<file path="config.mk">
export PLATFORM = sky130hd
export DESIGN_NAME = seq_pattern_tx_flat
export DESIGN_NICKNAME = d
export VERILOG_FILES = /design/src/rtl/seq_pattern_tx_if.sv /design/src/rtl/seq_pattern_tx.sv /design/src/flat_wrapper.sv
export SDC_FILE = /design/constraint.sdc
export NUM_CORES = 1
export LEC_CHECK = 0
export ABC_AREA = 1
export CAP_MARGIN = 10
export CORE_MARGIN = 5
export CORE_UTILIZATION = 43
export CTS_CLUSTER_SIZE = 12
export DETAILED_ROUTE_END_ITERATION = 8
export PLACE_DENSITY = 0.78
export SLEW_MARGIN = 20
export SYNTH_ARGS = -nofsm -noshare
export SYNTH_HDL_FRONTEND = slang
export SYNTH_SLANG_ARGS = --single-unit
</file>
<file path="constraint.sdc">
create_clock -name clk -period 2.4 [get_ports clk]
set_input_delay 0.36 -clock clk [delete_from_list [all_inputs] [get_ports clk]]
set_output_delay 0.36 -clock clk [all_outputs]
set_load 0.02 [all_outputs]
</file>
<file path="src/rtl/seq_pattern_tx_if.sv">
// Bus bundle for seq_pattern_tx: transaction request inputs plus the
// serial stream and golden detector outputs.
interface seq_pattern_tx_if #(
  parameter int PW = 16
) ();
  localparam int LW = $clog2(PW) + 1;

  logic          start;
  logic [PW-1:0] pat_in;
  logic [LW-1:0] len_in;
  logic [3:0]    rep_in;
  logic          j;
  logic          j_valid;
  logic          busy;
  logic          done;
  logic          expect_mealy;
  logic          expect_moore;

  // Stimulus side: issues requests, observes the stream.
  modport master (
    output start, pat_in, len_in, rep_in,
    input  j, j_valid, busy, done, expect_mealy, expect_moore
  );

  // Transmitter side.
  modport slave (
    input  start, pat_in, len_in, rep_in,
    output j, j_valid, busy, done, expect_mealy, expect_moore
  );
endinterface

</file>
<file path="src/rtl/seq_pattern_tx.sv">
// seq_pattern_tx: shifts a latched bit pattern out on j (MSB of the used
// length first), optionally repeating it back-to-back, and produces golden
// Mealy/Moore outputs for a TARGET sequence detector alongside the stream.
// Stage p0 holds the FSM, bit counter and latched request; stage p1 holds
// the registered serial outputs; stage p2 is the Moore delay.
module seq_pattern_tx #(
  parameter int              PW     = 16,
  parameter int              TLEN   = 4,
  parameter logic [TLEN-1:0] TARGET = 4'b1001
) (
  input logic             clk,
  input logic             rst,
  seq_pattern_tx_if.slave bus
);
  localparam int LW = $clog2(PW) + 1;
  localparam int CW = (PW > 1) ? $clog2(PW) : 1;

  typedef enum logic [1:0] {
    IDLE = 2'd0,
    SEND = 2'd1,
    DONE = 2'd2
  } state_t;

  state_t          state_p0;
  state_t          state_nxt;
  logic [PW-1:0]   pat_p0;
  logic [LW-1:0]   len_p0;
  logic [CW-1:0]   cnt_p0;
  logic [3:0]      pass_p0;

  logic            accept;
  logic            last_bit;
  logic            wrap;
  logic [LW-1:0]   len_sat;

  logic            emit;
  logic            bit_nxt;
  logic            busy_nxt;
  logic            done_nxt;
  logic [TLEN-1:0] win;

  logic            j_p1;
  logic            vld_p1;
  logic            busy_p1;
  logic            done_p1;
  logic            mealy_p1;
  logic [TLEN-2:0] hist_p1;
  logic            moore_p2;

  // Lengths beyond the pattern register saturate to its full width.
  function automatic logic [LW-1:0] sat_len(input logic [LW-1:0] l);
    if (l > LW'(PW)) return LW'(PW);
    return l;
  endfunction

  // Index of the first bit sent for a given (non-zero) length.
  function automatic logic [CW-1:0] first_idx(input logic [LW-1:0] l);
    logic [LW-1:0] m1;
    m1 = l - LW'(1);
    return m1[CW-1:0];
  endfunction

  // Request qualification and end-of-pass decode.
  always_comb begin
    len_sat  = sat_len(bus.len_in);
    accept   = (state_p0 == IDLE) && bus.start && (bus.len_in != '0);
    last_bit = (cnt_p0 == '0);
    wrap     = last_bit && (pass_p0 != '0);
  end

  // ---- stage p0: FSM state register ----
  always_ff @(posedge clk or negedge rst) begin
    if (!rst) state_p0 <= IDLE;
    else      state_p0 <= state_nxt;
  end

  // FSM next-state: a zero-length request never leaves IDLE.
  always_comb begin
    state_nxt = state_p0;
    case (state_p0)
      IDLE:    if (accept) state_nxt = SEND;
      SEND:    if (last_bit && !wrap) state_nxt = DONE;
      DONE:    state_nxt = IDLE;
      default: state_nxt = IDLE;
    endcase
  end

  // FSM outputs: what the p1 output registers load on the next edge.
  always_comb begin
    emit     = 1'b0;
    bit_nxt  = 1'b0;
    busy_nxt = 1'b0;
    done_nxt = 1'b0;
    case (state_p0)
      SEND: begin
        emit     = 1'b1;
        bit_nxt  = pat_p0[cnt_p0];
        busy_nxt = 1'b1;
      end
      DONE: begin
        busy_nxt = 1'b1;
        done_nxt = 1'b1;
      end
      default: ;
    endcase
    win = {hist_p1, bit_nxt};
  end

  // Request latch, bit counter and pass counter; reload with no gap cycle.
  always_ff @(posedge clk or negedge rst) begin
    if (!rst) begin
      pat_p0  <= '0;
      len_p0  <= '0;
      cnt_p0  <= '0;
      pass_p0 <= '0;
    end else if (accept) begin
      pat_p0  <= bus.pat_in;
      len_p0  <= len_sat;
      cnt_p0  <= first_idx(len_sat);
      pass_p0 <= bus.rep_in;
    end else if (state_p0 == SEND) begin
      if (!last_bit) begin
        cnt_p0 <= cnt_p0 - CW'(1);
      end else if (wrap) begin
        cnt_p0  <= first_idx(len_p0);
        pass_p0 <= pass_p0 - 4'd1;
      end
    end
  end

  // ---- stage p1: registered stream, history window and Mealy output ----
  always_ff @(posedge clk or negedge rst) begin
    if (!rst) begin
      j_p1     <= 1'b0;
      vld_p1   <= 1'b0;
      busy_p1  <= 1'b0;
      done_p1  <= 1'b0;
      mealy_p1 <= 1'b0;
      hist_p1  <= '0;
    end else begin
      j_p1     <= bit_nxt;
      vld_p1   <= emit;
      busy_p1  <= busy_nxt;
      done_p1  <= done_nxt;
      mealy_p1 <= emit && (win == TARGET);
      if (accept)    hist_p1 <= '0;
      else if (emit) hist_p1 <= win[TLEN-2:0];
    end
  end

  // ---- stage p2: Moore output is the Mealy output one cycle later ----
  always_ff @(posedge clk or negedge rst) begin
    if (!rst) moore_p2 <= 1'b0;
    else      moore_p2 <= mealy_p1;
  end

  assign bus.j            = j_p1;
  assign bus.j_valid      = vld_p1;
  assign bus.busy         = busy_p1;
  assign bus.done         = done_p1;
  assign bus.expect_mealy = mealy_p1;
  assign bus.expect_moore = moore_p2;

endmodule

</file>
<file path="src/flat_wrapper.sv">
// flat-port wrapper written by rule: the top's interface ports become plain ports
module seq_pattern_tx_flat 
#(
  parameter int              PW     = 16,
  parameter int              TLEN   = 4,
  parameter logic [TLEN-1:0] TARGET = 4'b1001
)
  (clk, rst, bus_start, bus_pat_in, bus_len_in, bus_rep_in, bus_j, bus_j_valid, bus_busy, bus_done, bus_expect_mealy, bus_expect_moore);
  seq_pattern_tx_if #(.PW(PW)) bus_i ();
  input logic clk;
  input logic rst;
  input wire logic [$bits(bus_i.start)-1:0] bus_start;
  input wire logic [$bits(bus_i.pat_in)-1:0] bus_pat_in;
  input wire logic [$bits(bus_i.len_in)-1:0] bus_len_in;
  input wire logic [$bits(bus_i.rep_in)-1:0] bus_rep_in;
  output wire logic [$bits(bus_i.j)-1:0] bus_j;
  output wire logic [$bits(bus_i.j_valid)-1:0] bus_j_valid;
  output wire logic [$bits(bus_i.busy)-1:0] bus_busy;
  output wire logic [$bits(bus_i.done)-1:0] bus_done;
  output wire logic [$bits(bus_i.expect_mealy)-1:0] bus_expect_mealy;
  output wire logic [$bits(bus_i.expect_moore)-1:0] bus_expect_moore;
  assign bus_i.start = bus_start;
  assign bus_i.pat_in = bus_pat_in;
  assign bus_i.len_in = bus_len_in;
  assign bus_i.rep_in = bus_rep_in;
  assign bus_j = bus_i.j;
  assign bus_j_valid = bus_i.j_valid;
  assign bus_busy = bus_i.busy;
  assign bus_done = bus_i.done;
  assign bus_expect_mealy = bus_i.expect_mealy;
  assign bus_expect_moore = bus_i.expect_moore;
  seq_pattern_tx #(.PW(PW), .TLEN(TLEN), .TARGET(TARGET)) u_core (.clk(clk), .rst(rst), .bus(bus_i));
endmodule
</file>
==> impl.org <==
** Min path
- The tightest min-delay check is of the in -> async type.

** Synth
- Most used flip-flop cell after synthesis :: sky130_fd_sc_hd__dfrtp_1
- The share of the Yosys chip area taken by registers is between 40 and 50%.
- Of the total synthesized cell area, the portion taken by XOR and XNOR cells is 0.8706%.
- Mean area per synthesized cell :: 8.246 sq um
- After Yosys synthesis, full adders, half adders and majority gates account for under 10% of the synthesized area.
- Post-synth ARST share :: between 90% and 100%
- Compound-Gate Fraction of Synth Area :: between 10% and 20%
- Counting every net in the synthesized netlist gives 279.
- Post-synth EDFFs :: 0
- Number of synthesized register bits :: 39
- Yosys printed 0 warnings.
- After synthesis, the share of cell area in mux cells is 0%.
- After Yosys synthesis, and, or, nand and nor cells account for between 20 and 30% of the synthesized area.
- Gate Count Post-Synth :: around 240
- Main combinational cell family by area after synthesis :: simple AND/OR/NAND/NOR gates
- Synthesized area :: slightly above 2000 sq um
- Netlist cell types :: 27

** Global route
- The first global-routing pass estimated roughly 6900 um of wire.
- Total overflow reported by the global router :: 0
- The number of global-route vias before repair is 1586.
- The number of antenna violations at the first check in global routing is 0.
- Entering global routing, the biggest net connects 40 pins.
- Global routing used 13.90% of the available tracks across all layers.

** Timing
- Final-layout setup total negative slack :: 0 ns
- Worst slack on hold paths :: 0.1748 ns
- Number of max-slew violations in the final report :: 0
- RSZ-0062 raised after global routing :: no
- For the pin with the worst max-slew slack, the measured transition is roughly 0.85 ns.
- Period Utilization, post-route :: between 70 and 80%
- The worst path needs around 1.9 ns of the cycle, external delays included.
- Across the routed clock network, the largest skew measured is roughly 0.0052 ns.
- Final setup violation count :: 0
- Max-slew headroom at the worst pin :: 43.37%
- Final Hold Violating Endpoints :: 0
- Static timing analysis puts the maximum clock frequency at ~530 MHz.

** Layout
- Fraction of layout cells with a size suffix above 1 :: about 11%
- Design Area, Final :: 2416 sq um
- Excluding fillers, the count of instances in the completed layout stands at 329.
- The number of antenna diodes in the final layout is 0.
- Fin nets :: roughly 310
- Compared with the post-synthesis result, the final layout area differs by 20.09%.

** Clocking
- Counting along the longest clock path gives a buffer depth of 2.
- Post-CTS repair changed the size of 0 cells.
- CTS tree :: yes
- Clock latency on the worst-skew pair, taken at its later pin, is ~0.28 ns.
- TritonCTS created 5 clock buffers.
- After clock tree synthesis, the clock-pin slew on the worst setup and hold paths is about 0.070 ns.
- Hold buffer count at CTS :: 0
- Buffers inserted by post-CTS timing repair :: 0
- The H-tree was split into 2 levels.
- Clock tree root buffer cell :: sky130_fd_sc_hd__clkbuf_8
- The clock drives 39 sinks.

** Placed design
- Number of port buffers :: 33
- Final GP Congestion :: 0.7570
- HPWL after detailed placement :: just under 3000 um
- Including well taps, the total number of placed cells is approximately 320.
- Placed standard-cell area :: around 2300 sq um

** Worst setup path
- Worst endpoint required time :: 2.57 ns
- Critical path arrival :: 2.06 ns
- Buffers plus inverters on the worst setup path :: 2
- List of cells traversed by the critical path :: inv_1, ha_1, nand2_1, nor2_1, inv_1, nor2_1, a21oi_4, ha_1, xor2_1, nand2_1, o21ai_1
- Setup CP Type :: reg -> reg
- Among all stages on the critical path, the largest delay is contributed by sky130_fd_sc_hd__dfrtp_1.
- Critical path's largest stage delay :: approximately 0.38 ns
- Startpoint type of the worst setup path :: flip-flop
- STA classifies the critical path endpoint as a flip-flop.
- Crit Path Max Fanout :: 4
- Among cell families on the critical path, the largest total delay comes from simple AND/OR/NAND/NOR gates.

** Drt
- After detailed routing, the average wire length per cell comes to roughly 12 um.
- DR vias/cell :: approximately 5
- After detailed routing, the number of remaining DRC violations is 0.
- Total via count after detailed routing :: between 1500 and 2000
- Final antenna-violating net count :: 0
- For this block, the initial DRC count from the detailed router was 86.
- The first detailed-routing pass took 4 iterations.
- Wires add up to 3970 um.

** Outcome
- Outcome :: completed

** Floorplan
- The initialized floorplan defines 24 standard-cell rows.
- In this run the vertical extent of the chip is between 70 and 80 um.
- For this configuration, the core starts out at a cell density of a little under half.
- The floorplan step set the die width to roughly 80 um.
- In this run the count of I/O pins placed on the die edge is 34.
- Total Die Area :: approximately 6100 sq um
- Core area :: 4444 sq um

** Pwr
- For this design the static power due to leakage is roughly 0.0012 uW.
- Across the VDD grid, the largest voltage drop is about 0.54 mV.
- Summing internal, switching and leakage power gives 2935 uW.
- Power per standard cell area :: ~1200 nW/um^2

** Flow run
- The tool flagged a number of max-cap violations equal to 0.
registers in the layout, summed over array words and instances (netlist names), 2 cells and up:
| signal | flops |
|---|---|
| u_core.hist_p1 | 3 |
| u_core.cnt_p0 | 4 |
| u_core.state_p0 | 2 |
| u_core.len_p0 | 4 |
| u_core.pass_p0 | 4 |
| u_core.pat_p0 | 16 |
placed cells by master (no fill, tap or decap), drive strengths merged:
| cell type | instances |
|---|---|
| o2111ai | 1 |
| o21a | 1 |
| dfrtp | 39 |
| or2 | 1 |
| inv | 26 |
| nand4 | 2 |
| xor2 | 2 |
| a21oi | 8 |
| clkbuf | 6 |
| o21ai | 22 |
| nand3 | 13 |
| nand2 | 89 |
| o22ai | 2 |
| nor2 | 24 |
| clkdlybuf4s50 | 32 |
| ha | 7 |
| buf | 2 |
report_power, final:
group	total [uW]	internal (uW)	switching, uW	leakage, uW
Clock	406	194	212	0.0000371
Sequential	1140	952	191	0.000491
Combinational	1390	540	846	0.000688
Total	2930	1690	1250	0.00122
layer usage:
layer	part of all wire, %	GRT usage, %
met3	3.9	3.432
met5	0	0
met4	0.35	4.545
met1	46	17.57
met2	49	23.46
kinds of logic after synthesis:
family	after synthesis
buffers and inverters	33
AND/OR/NAND/NOR	129
AO/OA/AOI/OAI	34
flip-flops	39
XOR/XNOR	2
adder cells (fa/ha/maj)	7
final timing paths:
check | startpoint | to | slack [ns] | cells after the start
setup / recovery | u_core.state_p0[0] | u_core.cnt_p0[2] | 0.52 | 11
hold / removal | rst | u_core.bus.busy | 0.17 | 1
setup reg to reg | u_core.state_p0[0] | u_core.cnt_p0[2] | 0.52 | 11
hold reg to reg | u_core.bus.expect_mealy | u_core.bus.expect_moore | 0.38 | 0
max in group asynchronous | rst | u_core.hist_p1[1] | 1.68 | 1
min in group clk | u_core.bus.expect_mealy | u_core.bus.expect_moore | 0.38 | 0
per-stage QoR:
stage	setup slack (ns)	utilization [%]
finish	0.5156	54.36
global placement	0.4111	52.73
detailed placement	0.3550	52.73
global route	0.3457	54.36
floorplan	0.7189	-
CTS	0.4926	54.36
cell usage after synthesis (2+ instances only):
cell type,count,area [sq um]
sky130_fd_sc_hd__nand2_1,82,307.8
sky130_fd_sc_hd__dfrtp_1,39,975.9
sky130_fd_sc_hd__inv_1,22,82.58
sky130_fd_sc_hd__nor2_1,17,63.81
sky130_fd_sc_hd__o21ai_1,17,85.08
sky130_fd_sc_hd__nand3_1,11,55.05
sky130_fd_sc_hd__ha_1,7,87.58
sky130_fd_sc_hd__a21oi_1,6,30.03
sky130_fd_sc_hd__nand2_2,6,37.54
sky130_fd_sc_hd__nor2_2,6,37.54
sky130_fd_sc_hd__buf_6,5,56.30
sky130_fd_sc_hd__inv_2,3,11.26
sky130_fd_sc_hd__o21ai_0,3,15.01
sky130_fd_sc_hd__buf_2,2,10.01
sky130_fd_sc_hd__nand3_2,2,20.02
sky130_fd_sc_hd__nand4_1,2,12.51
sky130_fd_sc_hd__o21ai_2,2,17.52
sky130_fd_sc_hd__o22ai_1,2,12.51
sky130_fd_sc_hd__xor2_1,2,17.52
final cells by class:
cell class	count	area, sq um
Clock buffer	6	72.57
Fill cell	422	2028
Inverter	26	100.1
Multi-Input combinational cell	172	869.6
Sequential cell	39	975.9
Tap cell	52	65.06
Timing Repair Buffer	34	332.8
Power figures use the tool's default switching activity.
